[src/rtl/pipe_muldiv.sv]
// Iterative multiply/divide unit for the EX stage.
// Holds the architectural HI/LO registers and runs MULT/MULTU/DIV/DIVU
// as a WIDTH-step shift-add / restoring-division sequence on operand
// magnitudes, with the signs applied in a final FIX cycle.
module pipe_muldiv #(
    parameter int WIDTH = 32,
    parameter int CNTW  = 5
) (
    input  logic             clock,
    input  logic             reset,
    input  logic             start,
    input  logic [1:0]       op,
    input  logic [WIDTH-1:0] ea,
    input  logic [WIDTH-1:0] eb,
    input  logic             whi,
    input  logic             wlo,
    input  logic             flush,
    output logic [WIDTH-1:0] hi,
    output logic [WIDTH-1:0] lo,
    output logic             busy,
    output logic             done
);

    localparam int W2 = 2 * WIDTH;

    typedef enum logic [1:0] {
        S_IDLE = 2'd0,
        S_CALC = 2'd1,
        S_FIX  = 2'd2
    } state_t;

    // Control state
    state_t            state_q, state_d;
    logic [CNTW-1:0]   cnt_q, cnt_d;
    logic              busy_q, busy_d;
    logic              done_q, done_d;
    logic [WIDTH-1:0]  hi_q, hi_d;
    logic [WIDTH-1:0]  lo_q, lo_d;

    // Datapath state (no reset needed: always loaded on start)
    logic [1:0]        op_q, op_d;
    logic              sa_q, sa_d;      // dividend / multiplicand sign (signed ops only)
    logic              sb_q, sb_d;      // divisor / multiplier sign (signed ops only)
    logic              dz_q, dz_d;      // divide by zero
    logic [WIDTH-1:0]  b_q, b_d;        // multiplicand magnitude or divisor magnitude
    logic [W2-1:0]     acc_q, acc_d;    // product accumulator, or {0, dividend->quotient}
    logic [WIDTH-1:0]  rem_q, rem_d;    // partial remainder

    // Step datapath
    logic [WIDTH:0]    mul_sum;
    logic [WIDTH:0]    div_shift;
    logic              div_ge;
    logic [WIDTH-1:0]  div_diff;
    logic [W2-1:0]     prod;
    logic              ld_sa, ld_sb;

    // Conditional two's-complement negation.
    function automatic logic [WIDTH-1:0] cneg(input logic [WIDTH-1:0] v, input logic neg);
        logic signed [WIDTH-1:0] sv;
        sv = signed'(v);
        return neg ? unsigned'(-sv) : v;
    endfunction

    // Radix-2 multiply: add multiplicand into the upper half when the low
    // bit of the multiplier is set, then shift the whole accumulator right.
    assign mul_sum = {1'b0, acc_q[W2-1:WIDTH]} + (acc_q[0] ? {1'b0, b_q} : '0);

    // Restoring divide: the 33-bit trial remainder is the old remainder
    // shifted left with the next dividend bit brought in.
    assign div_shift = {rem_q, acc_q[WIDTH-1]};
    assign div_ge    = (div_shift >= {1'b0, b_q});
    assign div_diff  = div_shift[WIDTH-1:0] - b_q;

    assign prod  = (sa_q ^ sb_q) ? -acc_q : acc_q;
    assign ld_sa = ~op[0] & ea[WIDTH-1];
    assign ld_sb = ~op[0] & eb[WIDTH-1];

    // Next-state, step and result logic.
    always_comb begin
        state_d = state_q;
        cnt_d   = cnt_q;
        busy_d  = busy_q;
        done_d  = 1'b0;
        hi_d    = hi_q;
        lo_d    = lo_q;
        op_d    = op_q;
        sa_d    = sa_q;
        sb_d    = sb_q;
        dz_d    = dz_q;
        b_d     = b_q;
        acc_d   = acc_q;
        rem_d   = rem_q;

        unique case (state_q)
            S_IDLE: begin
                if (start) begin
                    op_d    = op;
                    sa_d    = ld_sa;
                    sb_d    = ld_sb;
                    dz_d    = op[1] && (eb == '0);
                    rem_d   = '0;
                    cnt_d   = '0;
                    if (op[1]) begin
                        acc_d = {{WIDTH{1'b0}}, cneg(ea, ld_sa)};
                        b_d   = cneg(eb, ld_sb);
                    end else begin
                        acc_d = {{WIDTH{1'b0}}, cneg(eb, ld_sb)};
                        b_d   = cneg(ea, ld_sa);
                    end
                    state_d = S_CALC;
                    busy_d  = 1'b1;
                end else begin
                    if (whi) hi_d = ea;
                    if (wlo) lo_d = ea;
                end
            end

            S_CALC: begin
                if (flush) begin
                    state_d = S_IDLE;
                    busy_d  = 1'b0;
                end else begin
                    if (op_q[1]) begin
                        rem_d = div_ge ? div_diff : div_shift[WIDTH-1:0];
                        acc_d = {acc_q[W2-1:WIDTH], acc_q[WIDTH-2:0], div_ge};
                    end else begin
                        acc_d = {mul_sum, acc_q[WIDTH-1:1]};
                    end
                    cnt_d = cnt_q + CNTW'(1);
                    if (cnt_q == CNTW'(WIDTH - 1)) state_d = S_FIX;
                end
            end

            S_FIX: begin
                state_d = S_IDLE;
                busy_d  = 1'b0;
                if (!flush) begin
                    done_d = 1'b1;
                    if (!op_q[1]) begin
                        hi_d = prod[W2-1:WIDTH];
                        lo_d = prod[WIDTH-1:0];
                    end else if (dz_q) begin
                        hi_d = cneg(rem_q, sa_q);
                        lo_d = '1;
                    end else begin
                        hi_d = cneg(rem_q, sa_q);
                        lo_d = cneg(acc_q[WIDTH-1:0], sa_q ^ sb_q);
                    end
                end
            end

            default: begin
                state_d = S_IDLE;
                busy_d  = 1'b0;
            end
        endcase
    end

    // Control and architectural registers with synchronous reset.
    always_ff @(posedge clock) begin
        if (reset) begin
            state_q <= S_IDLE;
            cnt_q   <= '0;
            busy_q  <= 1'b0;
            done_q  <= 1'b0;
            hi_q    <= '0;
            lo_q    <= '0;
        end else begin
            state_q <= state_d;
            cnt_q   <= cnt_d;
            busy_q  <= busy_d;
            done_q  <= done_d;
            hi_q    <= hi_d;
            lo_q    <= lo_d;
        end
    end

    // Operand and iteration datapath registers.
    always_ff @(posedge clock) begin
        op_q  <= op_d;
        sa_q  <= sa_d;
        sb_q  <= sb_d;
        dz_q  <= dz_d;
        b_q   <= b_d;
        acc_q <= acc_d;
        rem_q <= rem_d;
    end

    assign hi   = hi_q;
    assign lo   = lo_q;
    assign busy = busy_q;
    assign done = done_q;

endmodule

[config.mk]
export PLATFORM = sky130hd
export DESIGN_NAME = pipe_muldiv
export DESIGN_NICKNAME = d
export VERILOG_FILES = /design/src/rtl/pipe_muldiv.sv
export SDC_FILE = /design/constraint.sdc
export NUM_CORES = 1
export LEC_CHECK = 0
export ABC_AREA = 1
export CAP_MARGIN = 30
export CORE_ASPECT_RATIO = 0.6
export CORE_MARGIN = 3
export CORE_UTILIZATION = 45
export CTS_BUF_LIST = sky130_fd_sc_hd__clkbuf_8
export DETAILED_ROUTE_END_ITERATION = 16
export HOLD_SLACK_MARGIN = 0.15
export PLACE_DENSITY = 0.69
export SYNTH_ARGS = -nofsm -noshare
export SYNTH_HDL_FRONTEND = slang
export SYNTH_SLANG_ARGS = --single-unit
[constraint.sdc]
create_clock -name clock -period 5.3 [get_ports clock]
set_input_delay 1.06 -clock clock [delete_from_list [all_inputs] [get_ports clock]]
set_output_delay 1.06 -clock clock [all_outputs]
set_load 0.02 [all_outputs]
==> flow_summary_export.csv, run 1 <==
group,metric,value,unit
timing,timing.fmax,285,MHz
routing,drt_iter0_drc,3321,
routing,vias,21400,
placement,routabilityCongestion,1.05,
final_layout,drive_gt1_share,5.70,%
synth,synth_top_area_cell,"edfxtp_1",
hold_path,worstHoldEndpoint,"busy",
synth,synth_area_leaders,"edfxtp_1, nand2_1, nor2_1",
grt,grt_pass1_wl,119000,um
clocking,root_buffer,"clkbuf_8",
setup_path,r2r.worst_path.cells,10,
setup_path,critPathArrivalTime,4.02,ns
clocking,cts_setup_buffers,0,
setup_path,r2r-end,"hi[18]",
floorplan,coreArea,40800,um^2
timing,slew_headroom,33.8,%
setup_path,worstSetupStartpointType,"flip-flop",
final_layout,diodes,0,
placement,place_hpwl,65800,um
setup_path,reg2reg_slack,1.79,ns
grt,grt_pass1_vias,19600,
synth,ys_types,50,
floorplan,design.portCount,138,
timing,grt_setup_unrepaired,"false",
clocking,hold_buffers,0,
timing,fin_crit,3.51,ns
timing,tns,0,ns
synth,synthCells,2966,
grt,grt_use_met3,12.2,%
setup_path,critPathKind,"reg2reg",
setup_path,worstPathRequired,5.81,ns
grt,overflow,0,
routing,first_pass_iters,6,
clocking,h-tree-depth,2,
synth,yosysSeqAreaShare,28.9,%
clocking,clk_pin_slew_worst_paths,0.07,ns
floorplan,dieArea,44300,um^2
timing,setup_violations,0,
grt,met2_usage,51.4,%
timing,period_share,66.2,%
flow_run,cap_viol_max_count,0,
routing,ant_nets,0,
power,leakage,9.36,nW
grt,grt_antenna_before_repair,0,
setup_path,r2r-start,"sa_q",
synth,synth_nets,3110,
placement,io_buffers,137,
final_layout,nets,3208,
floorplan,die-height,164,um
final_layout,mostFrequentLayoutCell,"nand2_1",
final_layout,nFillCells,4275,
floorplan,die_x,270,um
grt,grt-busiest-layer,"met2",
floorplan,num_rows,57,
synth,yosysWarningCount,0,
timing,tightestPinTransition,0.982,ns
clocking,clock_sinks,205,
setup_path,critical_path.max_fanout,51,
grt,grt_max_degree,91,
grt,grtUsageTotal,35.8,%
routing,avgRoutedWirePerCell,22.3,um
synth,ys_ff_latch,205,
synth,synth_flop_cell,"edfxtp_1",
synth,yosysTopAreaCellShare,21.1,%
power,ir_drop,212,uV
grt,grt_use_met1,48.9,%
synth,avgSynthCellArea,6.33,um^2
synth,synthArstFlopShare,0,%
timing,hold_viol,0,
floorplan,initial_core_util,46.0,%
routing,wirelength,81500,um
hold_path,holdCritPathClass,"reg2reg",
run_status,outcome,"finished, final reports clean",
clocking,cts_tree,"built",
final_layout,final_cell_mix,"nand2_1, nor2_1, inv_1",
final_layout,syn_to_final_growth,13.4,%
final_layout,fin_util,52.2,%
timing,drv_slew,0,
hold_path,hold_depth,2,
power,power_density,343,nW/um^2
clocking,cts.repair.resized,0,
hold_path,hp-start,"busy",
routing,route.detailed.drc,0,
clocking,cts.path.max_buffers,3,
routing,routed_via_density,5.85,
synth,synth_edf_count,132,
synth,synth.cell_area,18800,um^2
setup_path,cp-end-kind,"flip-flop",
timing,fin_worst_skew,0.0407,ns
clocking,cts_buffers,35,
clocking,clock_latency,0.59,ns
stage by stage:
step / instances / hold slack (ns) / worst slack, ns / instance area [um^2] / total power [W]
after floorplan: 2966 / 0.476 / 1.11 / 18800 / 0.00447
after global placement: 3587 / 0.473 / 1.72 / 20600 / 0.00560
after CTS: 3649 / 0.469 / 1.93 / 21300 / 0.00719
after global routing: 3649 / 0.512 / 1.59 / 21300 / 0.00770
after detailed placement: 3587 / 0.461 / 1.67 / 20600 / 0.00563
final: 3649 / 0.466 / 1.79 / 21300 / 0.00731
registers in the layout (all words and copies together) (netlist names), 2 cells and up:
register,flops
rem_q,32
acc_q,64
state_q,2
lo,32
cnt_q,5
b_q,32
hi,32
how the worst max path moves through the flow:
stage | startpoint | endpoint | slack (ns) | cells after the start
floorplan | start | acc_q[32] | 1.11 | 6
detailed placement | ea[0] | b_q[16] | 1.67 | 9
global route | b_q[24] | rem_q[31] | 1.59 | 11
global placement | ea[1] | b_q[16] | 1.72 | 9
finish | sa_q | hi[18] | 1.79 | 10
CTS | acc_q[0] | acc_q[61] | 1.93 | 14
critical path, cell delays in order, from the launching register on:
cell and delay (ns):
edfxtp_1 0.37, buf_4 0.24, or2_1 0.26, nand2_1 0.59, inv_2 0.42, buf_12 0.32, nand3_1 0.11, nand2_1 0.05
o21ai_0 0.74, nand2_1 0.13, a21oi_1 0.16
synth_stat cells (14+ instances only):
library cell and number:
a21oi_1 205, a22oi_1 18, a31oi_1 16, buf_2 27
clkbuf_1 51, dfxtp_1 73, edfxtp_1 132, ha_1 70
inv_1 343, inv_2 14, nand2_1 695, nand3_1 245
nand4_1 51, nor2_1 442, nor2_2 42, nor3_1 42
o211ai_1 30, o21ai_0 221, o21ai_1 45, xor2_1 72
final cells by class:
class                      instances  area [um^2]  share of cell area, %
clock inverter                    22          174                  0.817
multi-input combinational       2305        11600                   54.3
sequential                       205         5430                   25.5
clock buffer                      40          551                   2.59
tap                              560          701                   3.29
inverter                         359         1350                   6.33
timing repair buffer             158         1540                   7.22
cells by family (layout without fill, tap and decap cells):
group                    Yosys count  count (layout)  share of synthesized area (%)
multiplexers                       1               1                         0.0533
AND/OR/NAND/NOR                 1554            1554                           35.0
XOR/XNOR                          81              81                           3.78
flip-flops                       205             205                           28.9
AO/OA/AOI/OAI                    597             597                           17.7
buffers and inverters            456             579                           9.64
adder cells (fa/ha/maj)           72              72                           4.88
power by group:
| group | internal (W) | switching [W] | leakage [nW] |
|---|---|---|---|
| registers | 0.00202 | 0.000371 | 1.91 |
| logic | 0.00104 | 0.00230 | 7.05 |
| clock network | 0.000805 | 0.000770 | 0.396 |
| total | 0.00386 | 0.00344 | 9.36 |
metal layers:
layer  part of all wire [%]  wire length [um]  vias up
met5                  0.098                80        -
met4                    4.4              3580        2
met3                     13             10500      179
met2                     40             32700     1208
met1                     43             34700     9923
li1                       -                 -    10000
Power figures use the tool's default switching activity.
==> run 2: changes to the inputs <==
--- a/config.mk
+++ b/config.mk
@@ -13,7 +13,7 @@
 export CTS_BUF_LIST = sky130_fd_sc_hd__clkbuf_8
 export DETAILED_ROUTE_END_ITERATION = 16
 export HOLD_SLACK_MARGIN = 0.15
-export PLACE_DENSITY = 0.69
+export PLACE_DENSITY = 0.71
 export SYNTH_ARGS = -nofsm -noshare
 export SYNTH_HDL_FRONTEND = slang
 export SYNTH_SLANG_ARGS = --single-unit
==> constraint.sdc (replaced) <==
create_clock -name clock -period 3 [get_ports clock]
set_input_delay 0.6 -clock clock [delete_from_list [all_inputs] [get_ports clock]]
set_output_delay 0.6 -clock clock [all_outputs]
set_load 0.02 [all_outputs]
==> run 2 against run 1 <==
Effect of this change:
- register-to-register slack lost 1.8 ns
- clock power grew 100%
- total power grew 88%
- non-clock buffer count grew 58
- first-iteration DRC count shrank 5.6%
- largest cell class unchanged
==> flow_summary_export.csv, run 2 (same netlist as run 1, synthesis figures left out) <==
group,metric,value,unit
timing,fin_crit,2.96,ns
setup_path,critPathKind,"reg2reg",
setup_path,slowest_stage,"edfxtp_1",
final_layout,fin_util,53.9,%
grt,grt_pass1_vias,19900,
routing,route.detailed.drc,0,
flow_run,cap_viol_max_count,0,
floorplan,initial_core_util,46.0,%
clocking,clock_latency,0.59,ns
final_layout,ff_latch_area,5430,um^2
power,power_density,626,nW/um^2
routing,routed_via_density,5.88,
final_layout,largest_reg_flops,64,
placement,post-place-ws,-0.201,ns
placement,place_hpwl,69500,um
setup_path,reg2reg_slack,0.04,ns
final_layout,largest_register,"acc_q",
final_layout,nets,3268,
routing,ant_nets,0,
final_layout,diodes,0,
clocking,hold_buffers,0,
timing,timing.fmax,337,MHz
clocking,clock_sinks,205,
timing,fin_hold_ws,0.470,ns
routing,vias,21800,
hold_path,worstHoldEndpoint,"busy",
floorplan,design.portCount,138,
power,power,0.0138,W
floorplan,die_x,270,um
grt,grt_pass1_wl,126000,um
timing,drv_slew,0,
grt,overflow,0,
clocking,root_buffer,"clkbuf_8",
grt,grtUsageTotal,37.6,%
setup_path,critPathMaxStageDelay,0.61,ns
placement,io_buffers,137,
timing,slew_headroom,37.1,%
timing,setup_violations,0,
floorplan,num_rows,57,
hold_path,hp-start,"busy",
hold_path,holdCritPathClass,"reg2reg",
power,ir_drop,332,uV
power,leakage,9.75,nW
final_layout,multi_input_area,11600,um^2
final_layout,nFillCells,4070,
floorplan,coreArea,40800,um^2
setup_path,critical_path.max_fanout,4,
clocking,cts_tree,"built",
timing,hold_viol,0,
final_layout,drive_gt1_share,7.64,%
placement,routabilityCongestion,1.08,
setup_path,r2r-end,"rem_q[18]",
timing,final.setup.worst_slack,0.0358,ns
timing,tightestPinTransition,0.943,ns
setup_path,r2r-start,"b_q[17]",
setup_path,r2r.worst_path.cells,12,
setup_path,cp.buffers_inverters,3,
setup_path,critPathTopFamily,"simple AND/OR/NAND/NOR gates",
final_layout,mostFrequentLayoutCell,"nand2_1",
setup_path,worstPathRequired,3.29,ns
clocking,cts_buffers,37,
grt,grt_max_degree,91,
grt,grt_antenna_before_repair,2,
clocking,clk_pin_slew_worst_paths,0.07,ns
placement,dp.cells,3640,
final_layout,final_cell_mix,"nand2_1, nor2_1, inv_1",
final_layout,syn_to_final_growth,17.1,%
setup_path,crit_chain,"inv_1, ha_1, nand2_1, buf_4, nor2_1, nand2_1, inv_1, nand3_1, o211ai_1, xor2_1, nor2_2, nor2_1",
routing,drt_iter0_drc,3136,
clocking,cts.path.max_buffers,3,
setup_path,critPathArrivalTime,3.26,ns
timing,grt_setup_unrepaired,"false",
floorplan,die-height,164,um
setup_path,worstSetupStartpointType,"flip-flop",
hold_path,hold_depth,2,
run_status,outcome,"finished, final reports clean",
floorplan,dieArea,44300,um^2
final_layout,instances_no_fill,3713,
clocking,h-tree-depth,2,
routing,wirelength,85100,um
setup_path,cp-end-kind,"flip-flop",
timing,period_share,98.8,%
timing,fin_worst_skew,0.0636,ns
routing,avgRoutedWirePerCell,22.9,um
routing,first_pass_iters,9,
run 2: routing by layer:
layer | part of all wire, % | track usage [%] | vias up | wire (um)
met3 | 13 | 10.7 | 179 | 11400
met2 | 39 | 52.3 | 1312 | 33100
li1 | - | - | 10200 | -
met4 | 3.8 | 12.8 | 2 | 3240
met1 | 44 | 55.1 | 10200 | 37500
met5 | 0.015 | 0 | - | 13
run 2: worst min-delay path, stage by stage (launching register included):
cell,delay (ns)
dfxtp_1,0.31
nand2_1,0.06
a21oi_1,0.06
run 2: cell type report:
type / count / share of cell area [%]
inverters: 359 / 6.13
well taps: 560 / 3.19
multi-input cells: 2305 / 52.7
clock buffers: 43 / 2.69
repair buffers: 216 / 9.44
clock inverters: 25 / 1.18
flip-flops and latches: 205 / 24.7
run 2: timing repair:
| item | in CTS | in global routing |
|---|---|---|
| setup endpoints to repair | 0 | 34 |
| gates resized for setup | 0 | 7 |
| buffers inserted | 0 | 5 |
run 2: worst max-delay path by stage:
| stage | startpoint | endpoint | slack (ns) | depth (start not counted) |
|---|---|---|---|---|
| 5_1_grt | acc_q[0] | acc_q[61] | 0.004 | 12 |
| 6_report | b_q[17] | rem_q[18] | 0.04 | 12 |
| 3_5_place_dp | ea[2] | b_q[23] | -0.20 | 11 |
| 3_3_place_gp | ea[2] | b_q[23] | -0.20 | 11 |
| 2_1_floorplan | start | acc_q[32] | 0.19 | 6 |
| 4_1_cts | b_q[20] | rem_q[4] | 0.13 | 11 |
run 2: metrics by stage:
step | setup TNS, ns | cell area (um^2)
after floorplan | 0 | 18800
after CTS | 0 | 21900
after global placement | -0.264 | 21100
after detailed placement | -0.276 | 21100
final | 0 | 22000
after global routing | 0 | 22000
run 2: power breakdown:
| part | total (W) | leakage (nW) | internal (W) | switching, W |
|---|---|---|---|---|
| Sequential | 0.00424 | 1.91 | 0.00356 | 0.000679 |
| Combinational | 0.00635 | 7.38 | 0.00206 | 0.00429 |
| Clock | 0.00317 | 0.458 | 0.00176 | 0.00141 |
